==> src/rtl/vga_cell_painter_if.sv <==
// ---------------------------------------------------------------------------
// vga_cell_painter_if
// Groups the request handshake and the pixel-write bus of the cell painter.
//   sync_ok   : background load finished; gates request acceptance
//   req       : draw request, with x0 / y0 (cell top-left) and mode
//   abort     : cancel the draw in progress
//   ready     : painter idle and able to accept
//   pix_x/pix_y/pix_color/pix_write : one pixel write per clock to the adapter
//   done      : one-cycle pulse after the last pixel of a complete cell
// master = requester / frame-memory side, slave = painter.
// ---------------------------------------------------------------------------
interface vga_cell_painter_if #(
  parameter int COLOR_DEPTH = 9
);
  logic                   sync_ok;
  logic                   req;
  logic [9:0]             x0;
  logic [8:0]             y0;
  logic [1:0]             mode;
  logic                   abort;
  logic                   ready;
  logic [9:0]             pix_x;
  logic [8:0]             pix_y;
  logic [COLOR_DEPTH-1:0] pix_color;
  logic                   pix_write;
  logic                   done;

  modport master (
    output sync_ok, req, x0, y0, mode, abort,
    input  ready, pix_x, pix_y, pix_color, pix_write, done
  );

  modport slave (
    input  sync_ok, req, x0, y0, mode, abort,
    output ready, pix_x, pix_y, pix_color, pix_write, done
  );
endinterface

==> src/rtl/vga_cell_painter.sv <==
// ---------------------------------------------------------------------------
// vga_cell_painter
// Paints one CELL_W x CELL_H step-sequencer cell into the VGA adapter's frame
// memory, one pixel write per clock in raster order, with optional 1-pixel
// border, screen clipping, abort and a completion pulse.
// Ports:
//   CLOCK_50 : system clock
//   nReset   : asynchronous active-low reset
//   bus      : vga_cell_painter_if.slave (request handshake + pixel bus)
// ---------------------------------------------------------------------------
module vga_cell_painter #(
  parameter int                     CELL_W       = 30,
  parameter int                     CELL_H       = 30,
  parameter int                     COLOR_DEPTH  = 9,
  parameter int                     SCREEN_W     = 640,
  parameter int                     SCREEN_H     = 480,
  parameter int                     BORDER       = 1,
  parameter logic [COLOR_DEPTH-1:0] COLOR_OFF    = 9'h007,
  parameter logic [COLOR_DEPTH-1:0] COLOR_ON     = 9'h1FF,
  parameter logic [COLOR_DEPTH-1:0] COLOR_PLAY   = 9'h1C0,
  parameter logic [COLOR_DEPTH-1:0] COLOR_BG     = 9'h000,
  parameter logic [COLOR_DEPTH-1:0] COLOR_BORDER = 9'h049
) (
  input logic              CLOCK_50,
  input logic              nReset,
  vga_cell_painter_if.slave bus
);

  localparam int CXW = (CELL_W > 1) ? $clog2(CELL_W) : 1;
  localparam int CYW = (CELL_H > 1) ? $clog2(CELL_H) : 1;
  localparam logic [CXW-1:0] CX_LAST = CXW'(CELL_W - 1);
  localparam logic [CYW-1:0] CY_LAST = CYW'(CELL_H - 1);
  localparam logic [10:0]    SCR_W   = 11'(SCREEN_W);
  localparam logic [9:0]     SCR_H   = 10'(SCREEN_H);

  localparam logic [1:0] ST_IDLE = 2'd0;
  localparam logic [1:0] ST_DRAW = 2'd1;
  localparam logic [1:0] ST_DONE = 2'd2;

  logic [1:0]             state_reg;
  logic                   armed_reg;   // low until the first clock after reset
  logic [9:0]             x0_reg;
  logic [8:0]             y0_reg;
  logic [1:0]             mode_reg;
  logic [CXW-1:0]         cx_reg;
  logic [CYW-1:0]         cy_reg;
  logic [9:0]             pix_x_reg;
  logic [8:0]             pix_y_reg;
  logic [COLOR_DEPTH-1:0] pix_color_reg;
  logic                   pix_write_reg;
  logic                   done_reg;

  logic                   accept;
  logic                   last_px;
  logic [9:0]             base_x;
  logic [8:0]             base_y;
  logic [1:0]             base_mode;
  logic [CXW-1:0]         cx_next;
  logic [CYW-1:0]         cy_next;
  logic [10:0]            sum_x;
  logic [9:0]             sum_y;
  logic                   in_view;
  logic                   perim;
  logic [COLOR_DEPTH-1:0] fill_color;
  logic [COLOR_DEPTH-1:0] color_next;

  // The outputs are registered, so everything below describes the pixel that
  // will be presented in the *next* cycle. In IDLE that is pixel (0,0) of the
  // incoming request, taken straight from the bus; in DRAW it is the raster
  // successor of the pixel currently on the outputs.
  always_comb begin
    accept  = (state_reg == ST_IDLE) && armed_reg && bus.sync_ok && bus.req;
    last_px = (cx_reg == CX_LAST) && (cy_reg == CY_LAST);

    if (state_reg == ST_IDLE) begin
      base_x    = bus.x0;
      base_y    = bus.y0;
      base_mode = bus.mode;
      cx_next   = '0;
      cy_next   = '0;
    end else begin
      base_x    = x0_reg;
      base_y    = y0_reg;
      base_mode = mode_reg;
      if (cx_reg == CX_LAST) begin
        cx_next = '0;
        cy_next = cy_reg + 1'b1;
      end else begin
        cx_next = cx_reg + 1'b1;
        cy_next = cy_reg;
      end
    end

    // One extra bit on each axis so a cell hanging off the screen edge is
    // clipped instead of wrapping back to column/row 0.
    sum_x   = {1'b0, base_x} + 11'(cx_next);
    sum_y   = {1'b0, base_y} + 10'(cy_next);
    in_view = (sum_x < SCR_W) && (sum_y < SCR_H);

    perim = (cx_next == '0) || (cx_next == CX_LAST) ||
            (cy_next == '0) || (cy_next == CY_LAST);

    case (base_mode)
      2'd0:    fill_color = COLOR_OFF;
      2'd1:    fill_color = COLOR_ON;
      2'd2:    fill_color = COLOR_PLAY;
      default: fill_color = COLOR_BG;
    endcase

    // Erase (mode 3) must wipe the border too, so it never gets one.
    if ((BORDER != 0) && (base_mode != 2'd3) && perim)
      color_next = COLOR_BORDER;
    else
      color_next = fill_color;
  end

  always_ff @(posedge CLOCK_50 or negedge nReset) begin
    if (!nReset) begin
      state_reg     <= ST_IDLE;
      armed_reg     <= 1'b0;
      x0_reg        <= '0;
      y0_reg        <= '0;
      mode_reg      <= '0;
      cx_reg        <= '0;
      cy_reg        <= '0;
      pix_x_reg     <= '0;
      pix_y_reg     <= '0;
      pix_color_reg <= '0;
      pix_write_reg <= 1'b0;
      done_reg      <= 1'b0;
    end else begin
      armed_reg     <= 1'b1;
      pix_write_reg <= 1'b0;
      done_reg      <= 1'b0;

      case (state_reg)
        ST_IDLE: begin
          if (accept) begin
            x0_reg        <= bus.x0;
            y0_reg        <= bus.y0;
            mode_reg      <= bus.mode;
            cx_reg        <= '0;
            cy_reg        <= '0;
            state_reg     <= ST_DRAW;
            pix_write_reg <= in_view;
            // Coordinates/colour only move on a real write; clipped pixels
            // leave the last written values on the bus.
            if (in_view) begin
              pix_x_reg     <= sum_x[9:0];
              pix_y_reg     <= sum_y[8:0];
              pix_color_reg <= color_next;
            end
          end
        end

        ST_DRAW: begin
          if (bus.abort) begin
            // The pixel on the bus this cycle was still a valid write.
            state_reg <= ST_IDLE;
          end else if (last_px) begin
            state_reg <= ST_DONE;
            done_reg  <= 1'b1;
          end else begin
            cx_reg        <= cx_next;
            cy_reg        <= cy_next;
            pix_write_reg <= in_view;
            if (in_view) begin
              pix_x_reg     <= sum_x[9:0];
              pix_y_reg     <= sum_y[8:0];
              pix_color_reg <= color_next;
            end
          end
        end

        ST_DONE: begin
          state_reg <= ST_IDLE;
        end

        default: begin
          state_reg <= ST_IDLE;
        end
      endcase
    end
  end

  assign bus.ready     = (state_reg == ST_IDLE) && armed_reg && bus.sync_ok;
  assign bus.pix_x     = pix_x_reg;
  assign bus.pix_y     = pix_y_reg;
  assign bus.pix_color = pix_color_reg;
  assign bus.pix_write = pix_write_reg;
  assign bus.done      = done_reg;

endmodule
==> src/flat_wrapper.sv <==
// flat-port wrapper written by rule: the top's interface ports become plain ports
module vga_cell_painter_flat 
#(
  parameter int                     CELL_W       = 30,
  parameter int                     CELL_H       = 30,
  parameter int                     COLOR_DEPTH  = 9,
  parameter int                     SCREEN_W     = 640,
  parameter int                     SCREEN_H     = 480,
  parameter int                     BORDER       = 1,
  parameter logic [COLOR_DEPTH-1:0] COLOR_OFF    = 9'h007,
  parameter logic [COLOR_DEPTH-1:0] COLOR_ON     = 9'h1FF,
  parameter logic [COLOR_DEPTH-1:0] COLOR_PLAY   = 9'h1C0,
  parameter logic [COLOR_DEPTH-1:0] COLOR_BG     = 9'h000,
  parameter logic [COLOR_DEPTH-1:0] COLOR_BORDER = 9'h049
)
  (CLOCK_50, nReset, bus_sync_ok, bus_req, bus_x0, bus_y0, bus_mode, bus_abort, bus_ready, bus_pix_x, bus_pix_y, bus_pix_color, bus_pix_write, bus_done);
  vga_cell_painter_if #(.COLOR_DEPTH(COLOR_DEPTH)) bus_i ();
  input logic CLOCK_50;
  input logic nReset;
  input wire logic [$bits(bus_i.sync_ok)-1:0] bus_sync_ok;
  input wire logic [$bits(bus_i.req)-1:0] bus_req;
  input wire logic [$bits(bus_i.x0)-1:0] bus_x0;
  input wire logic [$bits(bus_i.y0)-1:0] bus_y0;
  input wire logic [$bits(bus_i.mode)-1:0] bus_mode;
  input wire logic [$bits(bus_i.abort)-1:0] bus_abort;
  output wire logic [$bits(bus_i.ready)-1:0] bus_ready;
  output wire logic [$bits(bus_i.pix_x)-1:0] bus_pix_x;
  output wire logic [$bits(bus_i.pix_y)-1:0] bus_pix_y;
  output wire logic [$bits(bus_i.pix_color)-1:0] bus_pix_color;
  output wire logic [$bits(bus_i.pix_write)-1:0] bus_pix_write;
  output wire logic [$bits(bus_i.done)-1:0] bus_done;
  assign bus_i.sync_ok = bus_sync_ok;
  assign bus_i.req = bus_req;
  assign bus_i.x0 = bus_x0;
  assign bus_i.y0 = bus_y0;
  assign bus_i.mode = bus_mode;
  assign bus_i.abort = bus_abort;
  assign bus_ready = bus_i.ready;
  assign bus_pix_x = bus_i.pix_x;
  assign bus_pix_y = bus_i.pix_y;
  assign bus_pix_color = bus_i.pix_color;
  assign bus_pix_write = bus_i.pix_write;
  assign bus_done = bus_i.done;
  vga_cell_painter #(.CELL_W(CELL_W), .CELL_H(CELL_H), .COLOR_DEPTH(COLOR_DEPTH), .SCREEN_W(SCREEN_W), .SCREEN_H(SCREEN_H), .BORDER(BORDER), .COLOR_OFF(COLOR_OFF), .COLOR_ON(COLOR_ON), .COLOR_PLAY(COLOR_PLAY), .COLOR_BG(COLOR_BG), .COLOR_BORDER(COLOR_BORDER)) u_core (.CLOCK_50(CLOCK_50), .nReset(nReset), .bus(bus_i));
endmodule
==> config.mk <==
export PLATFORM = sky130hd
export DESIGN_NAME = vga_cell_painter_flat
export DESIGN_NICKNAME = d
export VERILOG_FILES = /design/src/rtl/vga_cell_painter_if.sv /design/src/rtl/vga_cell_painter.sv /design/src/flat_wrapper.sv
export SDC_FILE = /design/constraint.sdc
export NUM_CORES = 1
export LEC_CHECK = 0
export CORE_MARGIN = 2
export CORE_UTILIZATION = 29
export DETAILED_ROUTE_END_ITERATION = 8
export PLACE_DENSITY_LB_ADDON = 0.12
export SKIP_LAST_GASP = 1
export SLEW_MARGIN = 20
export SYNTH_ARGS = -nofsm -noshare
export SYNTH_HDL_FRONTEND = slang
export SYNTH_SLANG_ARGS = --single-unit
export TNS_END_PERCENT = 30
==> constraint.sdc <==
create_clock -name CLOCK_50 -period 4.61 [get_ports CLOCK_50]
set_clock_uncertainty 0.1 [all_clocks]
set_input_delay 1.1525 -clock CLOCK_50 [delete_from_list [all_inputs] [get_ports CLOCK_50]]
set_output_delay 1.1525 -clock CLOCK_50 [all_outputs]
set_load 0.005 [all_outputs]
==> Yosys cells after proc, flatten, opt, wreduce, memory -nomap -nowiden <==
Cells that the tools add are included.
{ "totals": {"mem_bits_rw": 0, "regBits": 64, "memories": 0, "rom_bits": 0, "latchBits": 0} }
{ "classes": {"bitwise": 0, "n_reduce_logical": 17, "div_mod_pow": 0, "n_addsub": 4, "muxes": 42, "n_mul": 0, "magnitude_cmp": 2, "shift": 0, "n_eq_ne": 12} }
{ "op_table": {"columns": ["cell", "n"], "rows": [
  ["9-bit 2-to-1 mux", 10],
  ["10-bit 2-to-1 mux", 5],
  ["5-bit 2-to-1 mux", 9],
  ["9-bit case mux with 2 select lines", 2],
  ["9-bit case mux with 3 select lines", 1],
  ["5-bit == test, second input constant", 4],
  ["10-bit case mux with 2 select lines", 1],
  ["5-bit case mux with 2 select lines", 2],
  ["10-bit by 5-bit adder with 11-bit output", 1],
  ["11-bit by 10-bit less-than comparator with 1-bit output, second input constant", 1],
  ["5-bit by 1-bit adder with 5-bit output, second input constant", 2],
  ["9-bit by 5-bit adder with 10-bit output", 1],
  ["5-bit logical NOT", 2],
  ["10-bit by 9-bit less-than comparator with 1-bit output, second input constant", 1],
  ["2-bit 2-to-1 mux", 4],
  ["1-bit logical AND", 6],
  ["1-bit 2-to-1 mux", 6],
  ["2-bit != test, second input constant", 3],
  ["2-bit by 1-bit == test with 1-bit output, second input constant", 2],
  ["2-bit logical NOT", 2],
  ["2-bit case mux with 2 select lines", 1],
  ["2-bit AND reduction", 2],
  ["4-bit AND reduction", 1],
  ["1-bit logical OR", 3],
  ["other kinds (5)", 5]
]} }

==> Longest topological paths before layout <==
Gate-level depths: netlist of run 1.
{ "depth": {"depth_word": 13, "mapped_depth": 16, "depth_no_buf": 13} }

==> Worst setup path before layout of run 1 <==
OpenSTA, ideal clock, no wires.
{ "synth_timing": {"kind": "register to register", "startpoint": "register u_core.state_reg[1]", "endpoint": "register u_core.pix_x_reg[0] (netlist: u_core.bus.pix_x[0])", "arrival_ns": 3.732, "slack_ns": 0.653, "setup_ns": 0.125, "path_stages_with_launch": 15, "path_buffers": 4, "cell_sequence": "dfrtp_1 -> or2_1 -> buf_6 -> clkbuf_1 -> mux2_2 -> ha_1 -> fa_1 -> a211oi_1 -> o21bai_1 -> a2111oi_0 -> o221a_1 -> o211a_1 -> buf_6 -> buf_12 -> mux2_4"} }
{ "synth_between": {"elab_chain_cells": 9, "elab_cells_between_ends": 24, "cone_classes": "add/sub (2); order compare (2); eq/ne (4); mux (9); reduce/logical (7)"} }
{ "synth_lines": {"columns": ["item", "line", "text"], "rows": [
  ["start: declaration", "vga_cell_painter.sv:40", "logic [1:0] state_reg;"],
  ["start signal: assignment", "vga_cell_painter.sv:119", "state_reg <= ST_IDLE;"],
  ["start signal: assignment", "vga_cell_painter.sv:144", "state_reg <= ST_DRAW;"],
  ["start signal: assignment", "vga_cell_painter.sv:159", "state_reg <= ST_IDLE;"],
  ["2-bit logical NOT", "vga_cell_painter.sv:72, vga_cell_painter.sv:75, vga_cell_painter.sv:136", null],
  ["10-bit 2-to-1 mux (tied with other cells)", "vga_cell_painter.sv:75", "if (state_reg == ST_IDLE) begin"],
  ["10-bit by 5-bit adder with 11-bit output or 9-bit by 5-bit adder with 10-bit output (tied branches)", "vga_cell_painter.sv:96, vga_cell_painter.sv:97", null],
  ["11-bit by 10-bit less-than comparator with 1-bit output or 10-bit by 9-bit less-than comparator with 1-bit output (tied branches)", "vga_cell_painter.sv:98", "in_view = (sum_x < SCR_W) && (sum_y < SCR_H);"],
  ["1-bit logical AND", "vga_cell_painter.sv:98", null],
  ["10-bit 2-to-1 mux", "vga_cell_painter.sv:148, vga_cell_painter.sv:167", null],
  ["10-bit 2-to-1 mux", "vga_cell_painter.sv:160", "end else if (last_px) begin"],
  ["10-bit 2-to-1 mux", "vga_cell_painter.sv:157", "if (bus.abort) begin"],
  ["10-bit case mux with 2 select lines", "vga_cell_painter.sv:136", "case (state_reg)"],
  ["end signal: assignment", "vga_cell_painter.sv:149", "pix_x_reg <= sum_x[9:0];"],
  ["end signal: assignment", "vga_cell_painter.sv:168", "pix_x_reg <= sum_x[9:0];"],
  ["end: declaration", "vga_cell_painter.sv:47", "logic [9:0] pix_x_reg;"]
]} }
Several ways; a longest one is shown, not always the timed one. The select of a mux whose other input is x is not followed.
A chain may end at the register's enable or synchronous reset.

==> Worst setup path after layout of run 1 <==
{ "layout_timing": {"startpoint": "input bus_x0[0]", "endpoint": "register u_core.pix_y_reg[3] (netlist: u_core.bus.pix_y[3])"} }
{ "layout_between": {"elab_chain_cells": 8, "elab_cells_between_ends": 9, "cone_classes": "add/sub (1); order compare (1); mux (6); reduce/logical (1)"} }
{ "layout_lines": {"columns": ["item", "line", "text"], "rows": [
  ["start: declaration", "flat_wrapper.sv:22", "input wire logic [$bits(bus_i.x0)-1:0] bus_x0;"],
  ["10-bit 2-to-1 mux *", "vga_cell_painter.sv:75", null],
  ["10-bit by 5-bit adder with 11-bit output *", "vga_cell_painter.sv:96", "sum_x = {1'b0, base_x} + 11'(cx_next);"],
  ["11-bit by 10-bit less-than comparator with 1-bit output *", "vga_cell_painter.sv:98", null],
  ["1-bit logical AND *", "vga_cell_painter.sv:98", null],
  ["9-bit 2-to-1 mux *", null, null],
  ["9-bit 2-to-1 mux (2 in a row)", null, null],
  ["9-bit case mux with 2 select lines *", null, null],
  ["end signal: assignment", "vga_cell_painter.sv:150", "pix_y_reg <= sum_y[8:0];"],
  ["end signal: assignment", "vga_cell_painter.sv:169", "pix_y_reg <= sum_y[8:0];"],
  ["end: declaration", "vga_cell_painter.sv:48", "logic [8:0] pix_y_reg;"]
]} }
Every way passes the cells marked *; elsewhere a longest branch is shown, timed or not. The select of a mux whose other input is x is not followed.

==> flow_summary_export.csv, run 1 <==
group,metric,value,unit
sta,fin_tns_setup,0,ns
sta,slew_headroom,44.96,%
global_route,grt_pass1_vias,2798,
power,finalPower,1.943,mW
floorplan,start_util,29.83,%
critical_path,setup.worst_path.start,"bus_x0[0]",
synth,yosysSeqAreaShare,40.22,%
floorplan,rows,41,
synth,synth_edf_count,0,
sta,fmax,0.2387,GHz
finish,syn_to_final_growth,27.86,%
clocking,cts-buffers-inserted,9,
placed_design,io_buffers,56,
finish,antenna_cells,0,
sta,setup_slack,0.4209,ns
critical_path,cp_data_required_time,4.72,ns
detailed_routing,detailroute.via_count,2769,
min_path,hp-start,"u_core.y0_reg[3]$_DFFE_PN0P_",
finish,multi_input_area,2096,sq um
placed_design,dp_slack,0.1281,ns
placed_design,dp_hpwl,6.605,mm
detailed_routing,ant_nets,0,
global_route,grt_pass1_wl,14.97,mm
job,maxCapViolCount,0,
power,cellPowerDensity,400.4,nW/um^2
sta,period_share,90.87,%
power,power_leakage,2.040,nW
finish,most-common-layout-cells,"61 x dfrtp_1, 55 x clkdlybuf4s50_1, 39 x mux2_2, 23 x nor2_1, 17 x o21ai_0",
clocking,cts_tree,"done",
finish,drive_gt1_share,22.36,%
sta,max_slew.worst_pin.slew,0.8127,ns
critical_path,timing.rr.start,"u_core.cx_reg[0]$_DFFE_PN0P_",
finish,stdcell_area,4852,sq um
clocking,cts-resized-gates,0,
finish,nFillCells,1302,
detailed_routing,wl,9.045,mm
global_route,antenna_found_initial,0,
global_route,grt_max_degree,46,
critical_path,arrival,4.30,ns
synth,synth.distinct_cells,58,
min_path,min_path_type,"flip-flop to flip-flop",
sta,hold_viol_final,0,
synth,synthCells,341,
floorplan,die_h,118.4,um
sta,period_minus_slack,4.189,ns
synth,yosys-top-cells-area,"dfrtp_1 40%, mux2_2 12%, mux2_4 5.9%, ha_1 5.3%, mux2i_1 2.9%",
clocking,cts_root_buffer,"clkbuf_16",
floorplan,fp.dieW,118.4,um
critical_path,reg2reg_slack,0.49,ns
clocking,cts_hold_buffers,0,
detailed_routing,wire_per_inst,15.62,um
global_route,grtUsageTotal,13.75,%
synth,yosysTopAreaCell,"dfrtp_1",
detailed_routing,vias_per_cell,4.782,
sta,drv_slew,0,
synth,yosys.area.top_type_share,40.22,%
sta,holdWs,0.4002,ns
clocking,cts_htree_levels,3,
synth,synth_async_sr_flop_share,100.0,%
synth,netlist_area,3795,sq um
finish,final_nets,446,
synth,ys_ff_latch,61,
finish,final_core_utilization,38.14,%
synth,yosys_most_used_dff,"dfrtp_1",
floorplan,die_area,14020,sq um
clocking,cts_sinks,61,
critical_path,crit_type,"primary input to flip-flop",
critical_path,critPathLaunchType,"primary input",
critical_path,r2r-end,"u_core.bus.pix_y[7]$_DFFE_PN0P_",
critical_path,r2r_cells,13,
finish,seq_area,1526,sq um
critical_path,critPathMaxFanout,9,
detailed_routing,drc,0,
placed_design,place.gp.congestion,0.7545,
sta,setup_viol,0,
min_path,hold_depth,1,
critical_path,endpoint_kind,"flip-flop",
synth,synth.avg_cell_area,11.13,sq um
detailed_routing,drtIter0Drc,95,
synth,syn_nets,385,
power,peakVddDrop,0.0002087,V
finish,final_cells,579,
synth,yosys_warnings,0,
clocking,clk_latency,0.33,ns
sta,rsz0062_at_grt,"no",
outcome,status,"complete, no violations",
placed_design,placed_area,4541,sq um
min_path,hold_end,"u_core.y0_reg[3]$_DFFE_PN0P_",
global_route,grt_overflow,0,
floorplan,ios,57,
clocking,clk_pin_slew,0.05,ns
placed_design,placedCellCount,563,
clocking,clk_path_buf_depth,2,
finish,final_common_cell,"dfrtp_1",
floorplan,core,12720,sq um
detailed_routing,drtPass1Iterations,4,
clocking,cts_setup_buffers,0,
==> synth_stat cells (2+ instances only) <==
master,count
a211oi_1,6
a21o_1,6
a21oi_1,5
a2bb2oi_1,2
a31o_2,2
and2_1,4
and3_1,5
buf_12,2
buf_2,4
buf_4,3
buf_6,2
clkbuf_1,7
dfrtp_1,61
fa_1,2
ha_1,16
inv_1,10
mux2_2,39
mux2_4,15
mux2i_1,11
mux2i_2,2
nand2_1,9
nand3_1,12
nand4_1,7
nand4b_1,3
nor2_1,23
nor2b_1,2
nor3_1,4
nor3b_1,2
nor4_1,2
o211a_1,3
o21ai_0,17
o31ai_1,5
or3_1,4
xnor2_1,12
xor2_1,9
==> metal layers <==
metal  share of wire (%)  GRT usage (%)  up-vias  wire length (um)
met5                   0              0        -                 0
met4                 1.1          3.795        0               100
met3                 5.4          4.295        9               487
met2                  45          21.35       64              4060
met1                  49          18.47     1338              4396
li1                    -              -     1358                 -
==> layout make-up <==
type	instances	share of cell area, %
repair buffers	69	13.72
inverters	10	0.7736
clock inverters	5	1.212
well taps	172	4.435
flip-flops and latches	61	31.46
multi-input cells	251	43.19
clock buffers	11	5.209
==> how the worst max path moves through the flow <==
| stage | end | slack, ns | depth (start not counted) |
|---|---|---|---|
| after floorplan | u_core.bus.pix_x[0]$_DFFE_PN0P_ | 0.65 | 14 |
| after CTS | u_core.bus.pix_y[3]$_DFFE_PN0P_ | 0.43 | 11 |
| after global placement | u_core.bus.pix_y[4]$_DFFE_PN0P_ | 0.07 | 11 |
| after global routing | u_core.bus.pix_y[8]$_DFFE_PN0P_ | 0.17 | 13 |
| after detailed placement | u_core.bus.pix_y[1]$_DFFE_PN0P_ | 0.13 | 11 |
| final | u_core.bus.pix_y[3]$_DFFE_PN0P_ | 0.42 | 11 |
==> cell families after synthesis <==
logic type / share of synthesized area [%]
adders and majority gates: 6.330
other: 0.09882
buffers and inverters: 4.550
xor gates and xnor gates: 4.847
and+or+nand+nor: 12.50
AOI/OAI and AO/OA: 10.32
DFF: 40.22
muxes: 21.13
==> worst max-delay path: stages <==
cell,delay (ns)
clkdlybuf4s50_1,0.41
mux2_2,0.27
ha_1,0.22
fa_1,0.40
a211oi_1,0.29
o21bai_1,0.14
a2111oi_0,0.40
o221a_1,0.26
o211a_1,0.20
buf_4,0.21
mux2_2,0.35
==> power by group <==
part	total (mW)	switching [mW]	internal, mW	leakage, nW
Sequential	0.736	0.0772	0.659	0.750
Combinational	0.508	0.173	0.336	1.14
Clock	0.698	0.251	0.447	0.148
Total	1.94	0.501	1.44	2.04
No activity file was read; power rests on OpenSTA's default activity.
==> inputs of run 2 (changes only) <==
==> constraint.sdc (replaced) <==
create_clock -name CLOCK_50 -period 4.6 [get_ports CLOCK_50]
set_clock_uncertainty 0.1 [all_clocks]
set_input_delay 1.15 -clock CLOCK_50 [delete_from_list [all_inputs] [get_ports CLOCK_50]]
set_output_delay 1.15 -clock CLOCK_50 [all_outputs]
set_load 0.02 [all_outputs]
==> flow_summary_export.csv, run 2 (synthesized netlist as in run 1, its figures left out) <==
group,metric,value,unit
outcome,status,"complete, no violations",
placed_design,dp_slack,0.1142,ns
sta,fin_tns_setup,0,ns
sta,setup_slack,0.3870,ns
floorplan,die_area,14020,sq um
detailed_routing,drtPass1Iterations,4,
clocking,cts_root_buffer,"clkbuf_16",
placed_design,place.gp.congestion,0.7632,
sta,max_slew.worst_pin.slew,0.7913,ns
power,switchingPower,589.4,uW
placed_design,placedCellCount,563,
critical_path,critPathTopFamily,"compound AO/OA/AOI/OAI gates",
clocking,clk_pin_slew,0.05,ns
floorplan,rows,41,
floorplan,start_util,29.83,%
power,peakVddDrop,0.0002578,V
clocking,clk_path_buf_depth,2,
sta,hold_viol_final,0,
clocking,cts_htree_levels,3,
job,maxCapViolCount,0,
sta,period_minus_slack,4.213,ns
global_route,grt_overflow,0,
global_route,grt_max_degree,46,
sta,holdWs,0.3995,ns
detailed_routing,ant_nets,0,
floorplan,fp.dieW,118.4,um
power,power_leakage,2.055,nW
critical_path,critPathMaxStageDelay,0.42,ns
finish,antenna_cells,0,
critical_path,setup.worst_path.start,"bus_x0[0]",
min_path,min_path_type,"flip-flop to flip-flop",
global_route,grt_pass1_wl,15.23,mm
clocking,cts_hold_buffers,0,
floorplan,core,12720,sq um
critical_path,critPathLaunchType,"primary input",
global_route,antenna_found_initial,0,
placed_design,dp_hpwl,6.650,mm
critical_path,crit_chain,"clkdlybuf4s50_1 -> mux2_2 -> ha_1 -> fa_1 -> a211oi_1 -> o21bai_1 -> a2111oi_0 -> o221a_1 -> o211a_1 -> buf_4 -> mux2_2",
finish,syn_to_final_growth,28.62,%
finish,final_core_utilization,38.37,%
power,p_seq_share,34.9,%
clocking,cts-buffers-inserted,9,
critical_path,worst_path_max_delay_cell,"clkdlybuf4s50_1",
finish,nFillCells,1297,
detailed_routing,drc,0,
detailed_routing,wl,8.961,mm
sta,slew_headroom,46.41,%
finish,most-common-layout-cells,"61 x dfrtp_1, 55 x clkdlybuf4s50_1, 39 x mux2_2, 23 x nor2_1, 17 x o21ai_0",
sta,drv_slew,0,
sta,rsz0062_at_grt,"no",
power,swShare,27.84,%
detailed_routing,detailroute.via_count,2745,
detailed_routing,vias_per_cell,4.741,
global_route,grt_pass1_vias,2828,
critical_path,endpoint_kind,"flip-flop",
critical_path,critPathBufInv,2,
clocking,clk_latency,0.33,ns
clocking,cts_sinks,61,
sta,setup_viol,0,
finish,final_common_cell,"dfrtp_1",
finish,final_cells,579,
sta,period_share,91.59,%
clocking,cts_setup_buffers,0,
critical_path,crit_top_cell,"mux2_2",
critical_path,critPathMaxFanout,9,
placed_design,io_buffers,56,
floorplan,die_h,118.4,um
min_path,hp-start,"u_core.y0_reg[2]$_DFFE_PN0P_",
clocking,cts-resized-gates,0,
power,p_int,1.528,mW
critical_path,arrival,4.32,ns
power,cellPowerDensity,433.8,nW/um^2
finish,drive_gt1_share,22.11,%
detailed_routing,drtIter0Drc,86,
power,pwr-share-comb,28.6,%
finish,final_nets,446,
sta,fmax,0.2374,GHz
critical_path,crit_type,"primary input to flip-flop",
floorplan,ios,57,
global_route,grtUsageTotal,13.80,%
detailed_routing,wire_per_inst,15.48,um
clocking,cts_tree,"done",
power,clkPwrFrac,36.5,%
critical_path,timing.rr.start,"u_core.cx_reg[0]$_DFFE_PN0P_",
critical_path,cp_data_required_time,4.71,ns
[run 2: cell types whose count changed in the layout (fill, tap and decap cells not counted)]
cell,change
bufinv_16,+2
clkbuf_8,-2
clkbuf_1,+1
clkinvlp_4,-1
[run 2: per-layer routing]
metal	up-vias	GRT usage, %	part of all wire, %	wire length (um)
met1	1313	18.34	48	4288
met3	8	3.764	5.2	466
met5	-	0	0	0
met2	63	22.11	46	4115
met4	0	3.795	1.0	91
li1	1361	-	-	-
[run 2: layout make-up]
cell class	instances	area, sq um	share of cell area (%)
multi-input cells	251	2096	42.94
flip-flops and latches	61	1526	31.27
repair buffers	69	665.6	13.64
clock buffers	10	229.0	4.691
well taps	172	215.2	4.409
clock inverters	6	111.4	2.281
inverters	10	37.54	0.7690
[run 2: power groups by stage]
stage	registers [mW]	logic, mW	clock network (mW)
floorplan	0.826	0.272	0
global placement	0.751	0.610	0
detailed placement	0.748	0.616	0
CTS	0.742	0.617	0.801
global route	0.760	0.653	0.821
finish	0.738	0.605	0.774
[run 2: path summary, 6_finish.rpt]
path / cells after the start / endpoint / slack (ns)
max: 11 / u_core.bus.pix_y[0]$_DFFE_PN0P_ / 0.39
min: 1 / u_core.y0_reg[2]$_DFFE_PN0P_ / 0.40
max reg2reg: 13 / u_core.bus.pix_y[0]$_DFFE_PN0P_ / 0.41
min reg2reg: 1 / u_core.y0_reg[2]$_DFFE_PN0P_ / 0.40
max in group asynchronous: 2 / u_core.y0_reg[7]$_DFFE_PN0P_ / 2.82
min in group asynchronous: 1 / u_core.mode_reg[1]$_DFFE_PN0P_ / 0.65
[run 2: through the flow]
stage	power [mW]	area, sq um
final	2.117	4881
after global routing	2.234	4881
after CTS	2.161	4881
after detailed placement	1.364	4541
after global placement	1.361	4541
after floorplan	1.098	3795
[run 2: worst reg2reg max path: cells and delay by family, from the launching register on]
kind	cells	cell delay, ns
adder cells (fa/ha/maj)	3	0.94
AND/OR/NAND/NOR	3	0.69
buffers and inverters	1	0.21
multiplexers	1	0.35
AO/OA/AOI/OAI	5	1.29
flip-flops	1	0.49
==> inputs of run 3 (changes only) <==
--- a/config.mk
+++ b/config.mk
@@ -8,10 +8,11 @@
 export CORE_MARGIN = 2
 export CORE_UTILIZATION = 29
 export DETAILED_ROUTE_END_ITERATION = 8
+export HOLD_SLACK_MARGIN = 0.1
 export PLACE_DENSITY_LB_ADDON = 0.12
 export SKIP_LAST_GASP = 1
 export SLEW_MARGIN = 20
 export SYNTH_ARGS = -nofsm -noshare
 export SYNTH_HDL_FRONTEND = slang
 export SYNTH_SLANG_ARGS = --single-unit
-export TNS_END_PERCENT = 30
+export TNS_END_PERCENT = 5
==> results of run 3 <==
No change in the layout: final DEF, timing and power equal those of run 2.
